**config.mk**
```make
export PLATFORM = sky130hd
export DESIGN_NAME = shift_seq8
export DESIGN_NICKNAME = d
export VERILOG_FILES = /design/src/rtl/shift_seq8.sv
export SDC_FILE = /design/constraint.sdc
export NUM_CORES = 1
export LEC_CHECK = 0
export BUFFER_PORTS_ARGS = -buffer_cell sky130_fd_sc_hd__buf_2
export CAP_MARGIN = 10
export CORE_ASPECT_RATIO = 1.4
export CORE_MARGIN = 8
export CORE_UTILIZATION = 50
export CTS_CLUSTER_DIAMETER = 60
export CTS_CLUSTER_SIZE = 16
export DETAILED_ROUTE_END_ITERATION = 10
export PLACE_DENSITY = 0.72
export SLEW_MARGIN = 20
export SYNTH_ARGS = -nofsm -noshare
export SYNTH_HDL_FRONTEND = slang
export SYNTH_SLANG_ARGS = --single-unit
```
**constraint.sdc**
```tcl
create_clock -name clk -period 2.85 [get_ports clk]
set_clock_uncertainty 0.05 [all_clocks]
set_input_delay 0.4275 -clock clk [delete_from_list [all_inputs] [get_ports clk]]
set_output_delay 0.4275 -clock clk [all_outputs]
set_load 0.005 [all_outputs]
```
**src/rtl/shift_seq8.sv**
```systemverilog
// rtl/shift_seq8.sv - multi-cycle 8-bit shift engine with valid/ready on both sides
// Shifts in per-cycle steps of at most STEP_MAX bits until the requested amount is consumed.

module shift_seq8_step #(
   parameter int WIDTH = 8,
   parameter int STW   = 2
) (
   input  logic [WIDTH-1:0] data,
   input  logic [1:0]       op,
   input  logic [STW-1:0]   step,
   output logic [WIDTH-1:0] result
);

   logic [2*WIDTH-1:0] dbl;

   always_comb begin
      // rotate-right falls out of shifting a doubled copy of the word
      dbl = {data, data} >> step;
      case (op)
         2'b00:   result = data << step;
         2'b01:   result = data >> step;
         2'b10:   result = $signed(data) >>> step;
         default: result = dbl[WIDTH-1:0];
      endcase
   end

endmodule

module shift_seq8 #(
   parameter int WIDTH    = 8,
   parameter int SHW      = 3,
   parameter int STEP_MAX = 3
) (
   input  logic             clk,
   input  logic             reset_n,
   input  logic             in_valid,
   output logic             in_ready,
   input  logic [1:0]       op,
   input  logic [WIDTH-1:0] d_in,
   input  logic [SHW-1:0]   shamt,
   output logic             out_valid,
   input  logic             out_ready,
   output logic [WIDTH-1:0] d_out,
   output logic             busy
);

   localparam int STW = $clog2(STEP_MAX + 1);
   localparam logic [SHW-1:0] STEP_MAX_W = SHW'(STEP_MAX);

   typedef enum logic [1:0] {
      IDLE  = 2'd0,
      SHIFT = 2'd1,
      DONE  = 2'd2
   } state_t;

   state_t           state;
   logic [WIDTH-1:0] data_r;
   logic [SHW-1:0]   rem_r;
   logic [1:0]       op_r;

   logic [STW-1:0]   step;
   logic [SHW-1:0]   rem_next;
   logic [WIDTH-1:0] data_step;
   logic             accept;

   always_comb begin
      step     = (rem_r > STEP_MAX_W) ? STW'(STEP_MAX) : rem_r[STW-1:0];
      rem_next = rem_r - SHW'(step);
      accept   = in_valid && in_ready;
   end

   shift_seq8_step #(
      .WIDTH (WIDTH),
      .STW   (STW)
   ) u_step (
      .data   (data_r),
      .op     (op_r),
      .step   (step),
      .result (data_step)
   );

   always_ff @(posedge clk or negedge reset_n) begin
      if (!reset_n) begin
         state     <= IDLE;
         data_r    <= '0;
         rem_r     <= '0;
         op_r      <= '0;
         d_out     <= '0;
         out_valid <= 1'b0;
         busy      <= 1'b0;
         in_ready  <= 1'b0;
      end else begin
         case (state)
            IDLE: begin
               if (accept) begin
                  data_r   <= d_in;
                  op_r     <= op;
                  rem_r    <= shamt;
                  busy     <= 1'b1;
                  in_ready <= 1'b0;
                  if (shamt == '0) begin
                     state     <= DONE;
                     d_out     <= d_in;
                     out_valid <= 1'b1;
                  end else begin
                     state <= SHIFT;
                  end
               end else begin
                  in_ready <= 1'b1;
               end
            end
            SHIFT: begin
               data_r <= data_step;
               rem_r  <= rem_next;
               if (rem_next == '0) begin
                  state     <= DONE;
                  d_out     <= data_step;
                  out_valid <= 1'b1;
               end
            end
            DONE: begin
               // d_out keeps the result after the handshake until the next DONE entry
               if (out_ready) begin
                  state     <= IDLE;
                  out_valid <= 1'b0;
                  busy      <= 1'b0;
                  in_ready  <= 1'b1;
               end
            end
            default: begin
               state     <= IDLE;
               out_valid <= 1'b0;
               busy      <= 1'b0;
               in_ready  <= 1'b0;
            end
         endcase
      end
   end

endmodule
```
==> results.cfg, run 1 <==
[logic_synthesis]
ys_warn_count = 0
synth_cell_types = 50
syn_area_per_cell_um2 = 8.51
ys.flop_type = dfrtp_1
synth_edf_count = 0
synthArstFlopShare = 1.00
ys_seq_area_frac = 0.355
synth-seq-cells = 26
syn-cell-area_um2 = 1830
synth.net_count = 233
syn_inst = 215

[power]
power_frac_seq = 0.328
power.switching_mw = 1.27
power_density_nw_per_um2 = 1320
p_int_mw = 1.44
p_leak_nw = 0.868
power.total_mw = 2.71
vdd_drop_max_uv = 722
swShare = 0.470
pwr-share-comb = 0.581
pwr-share-clk = 0.091

[routing]
vias_per_cell = 6.42
wire_per_inst_um = 17.5
final_antenna_net_count = 0
route.detailed.drc = 0
first_pass_iters = 4
vias = 1777
drt-initial-drc-count = 130
wl_um = 4850

[clock_network]
clk_path_buf_depth = 2
cts_sinks = 26
insertion_delay_ps = 280
cts_hold_buf = 0
cts_setup_buffers = 0
htreeDepth = 1
cts_root_buf = clkbuf_8
cts_tree = built
clkTransAtPathRegs_ps = 90
numCtsBuffers = 3
cts_resized = 0

[critical_path]
startpoint_type = flop
worstPathArrival_ps = 2310
cp_top_family = flip-flops
path_buf_inv = 0
rrSetupSlack_ps = 650
worst_path_max_delay_cell = dfrtp_1
crit_chain = nor2_1 -> mux4_2 -> a221oi_1 -> o21ai_0
critPathMaxStageDelay_ps = 570
path_max_fanout = 19
crit_type = reg -> reg
crit_path_end_kind = flop
cp.required_ps = 2960

[outcome]
status = finished clean

[floorplan]
die_x_um = 67.1
die_h_um = 87.6
io_pins = 28
coreArea_um2 = 3580
dieArea_um2 = 5880
initial_utilization = 0.512
rows = 26

[grt]
antenna_found_initial = 0
gr-usage-met1 = 0.224
use_met3 = 0.0282
grt_use_total = 0.177
grt.busiest_layer = met2
grt_pass1_wl_um = 8360
grt.overflow.total = 0
grt_max_degree = 27
grt_util_met2 = 0.297
grt_pass1_vias = 1720

[min_path]
hold_path_class = in -> async

[timing]
fmax_mhz = 455
tns_ps = 0
relSlewSlack = 0.532
worst_pin_slew_ps = 701
drv_slew = 0
timing.final.crit_share = 0.772
layout_min_cycle_time_ps = 2200
rsz0062_at_grt = no
setup_slack_ps = 651
hold_viol_final = 0
setup_viol = 0

[cells_and_area]
multi_input_area_um2 = 1070
synthToLayoutAreaGrowth_pct = 11.8
stdcell_area_um2 = 2050
final_nets = 254
drive_gt1_frac = 0.234
final-seq-area_um2 = 651
n_antenna_cell = 0
num-fill-cells = 352

[place]
pre_cts_slack_ps = 661
gp_congestion = 0.891
place_area_um2 = 1990
portBuffers = 27
place_hpwl_um = 3450

[run]
drv_cap = 0
==> Yosys cell counts (5+ instances only) <==
| master | number | share of area |
|---|---|---|
| a21o_1 | 5 | 0.021 |
| a21oi_1 | 15 | 0.041 |
| a221oi_1 | 5 | 0.024 |
| a31oi_1 | 8 | 0.027 |
| buf_2 | 5 | 0.014 |
| clkbuf_1 | 10 | 0.021 |
| dfrtp_1 | 26 | 0.36 |
| inv_1 | 6 | 0.012 |
| mux2_2 | 9 | 0.055 |
| mux2i_1 | 5 | 0.027 |
| nand2_1 | 10 | 0.021 |
| nor2_1 | 23 | 0.047 |
| nor2b_1 | 6 | 0.021 |
| o21ai_0 | 27 | 0.074 |
==> registers in the layout, indices dropped and copies added (netlist names) <==
register   count
op_r           2
data_r         8
d_out          8
in_ready       1
rem_r          3
busy           1
out_valid      1
state          2
==> logic make-up after synthesis <==
family | after synthesis | synth area share
and+or+nand+nor | 63 | 0.174
adders and majority gates | 1 | 0.00683
muxes | 15 | 0.0950
buffers and inverters | 25 | 0.0608
DFF | 26 | 0.355
AOI/OAI and AO/OA | 85 | 0.308
==> per-stage QoR <==
step                       util  hold slack, ps  std cells
after detailed placement  0.556             414        273
final                     0.572            89.9        277
after CTS                 0.571             111        277
after global routing      0.572             142        277
after floorplan               -            81.9        215
after global placement    0.556             411        273
==> final timing paths <==
path / startpoint / end / depth (start not counted)
min in group clk: op[0] / op_r[0] / 3
max reg2reg: rem_r[2] / data_r[5] / 4
max: rem_r[2] / data_r[5] / 4
max in group asynchronous: reset_n / d_out[4] / 1
min reg2reg: out_valid / out_valid / 1
min: reset_n / busy / 1
==> power by group through the flow <==
stage / registers [mW] / logic [mW] / clock network (mW)
global placement: 0.887 / 1.53 / 0
CTS: 0.880 / 1.57 / 0.247
finish: 0.888 / 1.57 / 0.246
global route: 0.924 / 1.76 / 0.261
floorplan: 0.703 / 1.31 / 0
detailed placement: 0.882 / 1.56 / 0
==> area by class of cell <==
class                   count  share of cell area
multi-input cells         164               0.523
clock buffers               4              0.0269
repair buffers             35              0.0954
inverters                   6              0.0110
well taps                  42              0.0257
flip-flops and latches     26               0.318
==> per-layer routing <==
layer / up-vias / part of all wire / wire, um
met4: 0 / 0.015 / 74
li1: 845 / - / -
met1: 861 / 0.42 / 2060
met2: 63 / 0.51 / 2450
met3: 8 / 0.055 / 265
met5: - / 0 / 0
==> cells in the final DEF (no fill, tap or decap), types with 6 or more instances in the layout <==
master / instances
a21oi_1: 15
a31oi_1: 8
buf_2: 27
buf_4: 8
dfrtp_1: 26
inv_1: 6
mux2_2: 9
nand2_1: 10
nor2_1: 22
nor2b_1: 6
o21ai_0: 27
==> worst reg2reg max path, delay by kind of cell, from the launching register on <==
kind            cells  cell delay, ps
flops               1             570
compound gates      2             480
simple gates        1             420
mux                 1             560
No activity file was read; power rests on OpenSTA's default activity.
==> run 2, diff against run 1 <==
Settings changed: PLACE_DENSITY 0.72 to 0.74.
Clock period 2.85 ns to 2.01 ns, I/O delays scaled along.
==> run 2 against run 1 <==
Final cell count up 5.8%. Non-clock buffer count up 16. Via count up 4.3%. First-iteration DRC count down 24%. Register-to-register slack worse by 620 ps. Critical path depth up 2. Die area unchanged. Total power up 58%. Critical path type unchanged. Critical endpoint is now data_r[6].
==> results.cfg, run 2 (same netlist as run 1, synthesis figures left out) <==
[timing]
hold_viol_final = 0
relSlewSlack = 0.608
setup_viol = 0
layout_min_cycle_time_ps = 1970
tns_ps = 0
fmax_mhz = 506
timing.final.crit_share = 0.982
rsz0062_at_grt = yes
drv_slew = 0
worst_pin_slew_ps = 587

[clock_network]
clk_path_buf_depth = 2
insertion_delay_ps = 270
cts_tree = built
cts_root_buf = clkbuf_8
cts_setup_buffers = 0
numCtsBuffers = 3
htreeDepth = 1
clkTransAtPathRegs_ps = 90
cts_sinks = 26

[floorplan]
rows = 26
die_h_um = 87.6
die_x_um = 67.1
io_pins = 28
coreArea_um2 = 3580
initial_utilization = 0.512
dieArea_um2 = 5880

[routing]
vias = 1854
first_pass_iters = 4
wl_um = 5120
wire_per_inst_um = 17.5
final_antenna_net_count = 0
vias_per_cell = 6.33
drt-initial-drc-count = 99
route.detailed.drc = 0

[critical_path]
crit_type = reg -> reg
crit_path_start = rem_r[1]
r2r-start = rem_r[1]
reg2regPathDepth = 6
startpoint_type = flop
path_max_fanout = 11
r2r-end = data_r[6]
worstPathArrival_ps = 2090
cp.required_ps = 2120
crit_path_end = data_r[6]
crit_path_end_kind = flop
rrSetupSlack_ps = 40

[cells_and_area]
n_antenna_cell = 0
final_util = 0.627
drive_gt1_frac = 0.307
final_nets = 270
synthToLayoutAreaGrowth_pct = 22.6
final_cell_mix = o21ai_0 (27), buf_2 (27), dfrtp_1 (25)
top_regs = d_out (8), data_r (8), rem_r (3)
num-fill-cells = 336

[grt]
grt_use_total = 0.180
grt_pass1_vias = 1811
antenna_found_initial = 0
grt_max_degree = 27
grt.overflow.total = 0
grt_pass1_wl_um = 8510

[power]
power_density_nw_per_um2 = 1900
vdd_drop_max_uv = 1120
power.total_mw = 4.27
p_leak_nw = 0.965

[min_path]
hold_path_class = in -> reg

[outcome]
status = finished clean

[place]
place_hpwl_um = 3740
gp_congestion = 0.905
portBuffers = 27

[run]
drv_cap = 0
-- run 2: cell count changes in the layout (fill, tap and decap cells not counted), moves of 2 or more --
cell,before,now
buf_4,8,21
a221oi_1,5,3
a221oi_2,1,3
a22oi_1,4,2
a22oi_2,0,2
buf_12,0,2
-- run 2: worst min-delay path by stage --
stage                     startpoint        to  cells after the start
after floorplan              reset_n      busy                      0
after global placement       reset_n  in_ready                      1
after detailed placement     reset_n  in_ready                      1
after CTS                      op[0]   op_r[0]                      3
after global routing           op[0]   op_r[0]                      3
final                          op[0]   op_r[0]                      3
-- run 2: per-layer routing --
| layer | global-route usage | part of all wire |
|---|---|---|
| met3 | 0.0230 | 0.039 |
| met5 | 0 | 0 |
| met4 | 0.0534 | 0.013 |
| met2 | 0.311 | 0.53 |
| met1 | 0.224 | 0.42 |
-- run 2: report_power, final --
group          leakage (nW)  total, mW  internal [mW]  switching, mW
registers             0.301       1.17          0.794          0.378
clock network        0.0288      0.342          0.175          0.167
logic                 0.635       2.75           1.35           1.40
-- run 2: timing repair --
action                     in CTS  in global routing
hold endpoints to repair       26                  0
hold buffers                    1                  0
setup endpoints to repair       1                 11
resized for setup               1                  7
pin swaps                       0                  2
-- run 2: critical path: stages, from the launching register on --
cell,delay (ps)
dfrtp_1,460
buf_4,200
a211o_1,270
o221a_2,240
a221oi_2,230
o22ai_1,130
mux2_2,280
-- run 2: cell type report --
type	count	area (um2)	area share
Sequential cell	26	652	0.291
Clock buffer	4	55.1	0.0245
Inverter	6	22.5	0.0100
Timing Repair Buffer	51	343	0.153
Tap cell	42	52.6	0.0234
Multi-Input combinational cell	164	1120	0.499
-- run 2: metrics by stage --
stage / setup slack, ps / cell area (um2) / instances / hold WS (ps)
floorplan: 89.5 / 1840 / 215 / -44.1
global placement: 93.9 / 2130 / 288 / 281
detailed placement: 40.0 / 2130 / 288 / 288
CTS: 26.6 / 2200 / 293 / 184
global route: -11.4 / 2240 / 293 / 190
finish: 35.6 / 2240 / 293 / 181
==> run 3, diff against run 2 <==
Settings changed: CELL_PAD_IN_SITES_DETAIL_PLACEMENT set to 1, CELL_PAD_IN_SITES_GLOBAL_PLACEMENT set to 2, CORE_UTILIZATION 50 to 30, PLACE_DENSITY 0.74 to not set, PLACE_DENSITY_LB_ADDON set to 0.1.
==> run 3 against run 2 <==
Design area rose by 1.8%. Fmax shrank 0.68%. Sequential power barely moved. Flip-flop and latch count unchanged. Die area up 51%. Setup slack lost 13 ps. Clock-buffer cell count decreased by 1. Critical path type unchanged. Critical endpoint is now d_out[6]. Largest cell class unchanged.
==> results.cfg, run 3 (same netlist as run 1, synthesis figures left out) <==
[cells_and_area]
top_regs = d_out (8), data_r (8), rem_r (3)
synthToLayoutAreaGrowth_pct = 24.8
num-fill-cells = 712
stdcell_area_um2 = 2280
drive_gt1_frac = 0.316
n_antenna_cell = 0
final_util = 0.390
final_cell_mix = o21ai_0 (27), buf_2 (27), dfrtp_1 (23), buf_4 (23), nor2_1 (22)
stdcell_count = 323
final_nets = 272

[floorplan]
io_pins = 28
rows = 33
initial_utilization = 0.312
die_h_um = 108
dieArea_um2 = 8890
die_x_um = 82.0
coreArea_um2 = 5860

[clock_network]
cts_root_buf = clkbuf_8
clkTransAtPathRegs_ps = 100
cts_sinks = 26
htreeDepth = 1
numCtsBuffers = 3
insertion_delay_ps = 270
cts_tree = built
clk_path_buf_depth = 2

[timing]
timing.final.crit_share = 0.989
setup_viol = 0
hold_viol_final = 0
fmax_mhz = 503
setup_slack_ps = 22.1
rsz0062_at_grt = yes
worst_pin_slew_ps = 699
drv_slew = 0
tns_ps = 0
fin_hold_ws_ps = 187
relSlewSlack = 0.534
layout_min_cycle_time_ps = 1990

[routing]
drt-initial-drc-count = 112
route.detailed.drc = 0
first_pass_iters = 4
vias_per_cell = 5.69
vias = 1838
final_antenna_net_count = 0
wire_per_inst_um = 19.2
wl_um = 6220

[grt]
grt.overflow.total = 0
grt_pass1_vias = 2071
grt_max_degree = 27
grt_use_total = 0.149
antenna_found_initial = 0
grt_pass1_wl_um = 10500

[place]
pre_cts_slack_ps = -66.7
place_inst = 316
gp_congestion = 0.884
place_area_um2 = 2160
portBuffers = 27
place_hpwl_um = 4830

[critical_path]
worstPathArrival_ps = 2100
critPathMaxStageDelay_ps = 460
cp_top_family = compound AO/OA/AOI/OAI gates
startpoint_type = flop
crit_chain = or3_1 -> a32o_1 -> a221oi_2 -> o22ai_1 -> mux2_2
crit_type = reg -> reg
path_buf_inv = 0
crit_path_end_kind = flop
path_max_fanout = 6
worst_path_max_delay_cell = dfrtp_2
cp.required_ps = 2120

[power]
p_int_mw = 2.40
swShare = 0.459
power.switching_mw = 2.03
pwr-share-clk = 0.099
p_leak_nw = 0.974
pwr-share-comb = 0.633
power.total_mw = 4.43
power_frac_seq = 0.269
vdd_drop_max_uv = 668
power_density_nw_per_um2 = 1940

[min_path]
hold_path_class = in -> reg

[run]
drv_cap = 0

[outcome]
status = finished clean
run 3: changes by cell type in the layout (fill, tap and decap cells not counted), sizes merged:
cell	delta
clkbuf	-1
buf	+2
bufinv	+1
run 3: power by group through the flow:
| stage | logic (mW) | registers (mW) | clock network [mW] |
|---|---|---|---|
| CTS | 2.74 | 1.19 | 0.450 |
| finish | 2.80 | 1.19 | 0.437 |
| floorplan | 1.87 | 0.997 | 0 |
| global placement | 2.67 | 1.18 | 0 |
| detailed placement | 2.70 | 1.19 | 0 |
| global route | 3.10 | 1.24 | 0.472 |
run 3: repair_timing:
item,4_1_cts,5_1_grt
pin swaps,0,3
hold buffers,1,0
hold endpoints to repair,9,0
resized for setup,4,4
buffers inserted,0,2
endpoints found under the setup margin,4,14
run 3: worst min-delay path: stages:
cell and delay [ps]:
buf_2 70, nand2_1 30, o21ai_0 60
run 3: per-layer routing:
metal,vias to the layer above,global-route usage,routed length [um]
met4,0,0.0516,119
met2,37,0.254,3120
met5,-,0,0
met1,910,0.184,2790
met3,11,0.0241,183
li1,880,-,-
run 3: area by class of cell:
type | instances | area [um2] | share of cell area
inverters | 6 | 22.5 | 0.00986
flip-flops and latches | 26 | 654 | 0.286
clock buffers | 3 | 41.3 | 0.0181
well taps | 70 | 87.6 | 0.0383
multi-input cells | 164 | 1100 | 0.481
repair buffers | 53 | 349 | 0.153
clock inverters | 1 | 30.0 | 0.0131
run 3: path summary, 6_finish.rpt:
check                       endpoint  depth (start not counted)  startpoint  slack [ps]
max                         d_out[6]                          5    rem_r[1]          20
min                          op_r[0]                          3       op[0]         190
max reg2reg                 d_out[6]                          5    rem_r[1]          20
min reg2reg                out_valid                          1   out_valid         450
max in group asynchronous   rem_r[0]                          2     reset_n         980
min in group asynchronous    op_r[1]                          2     reset_n         510
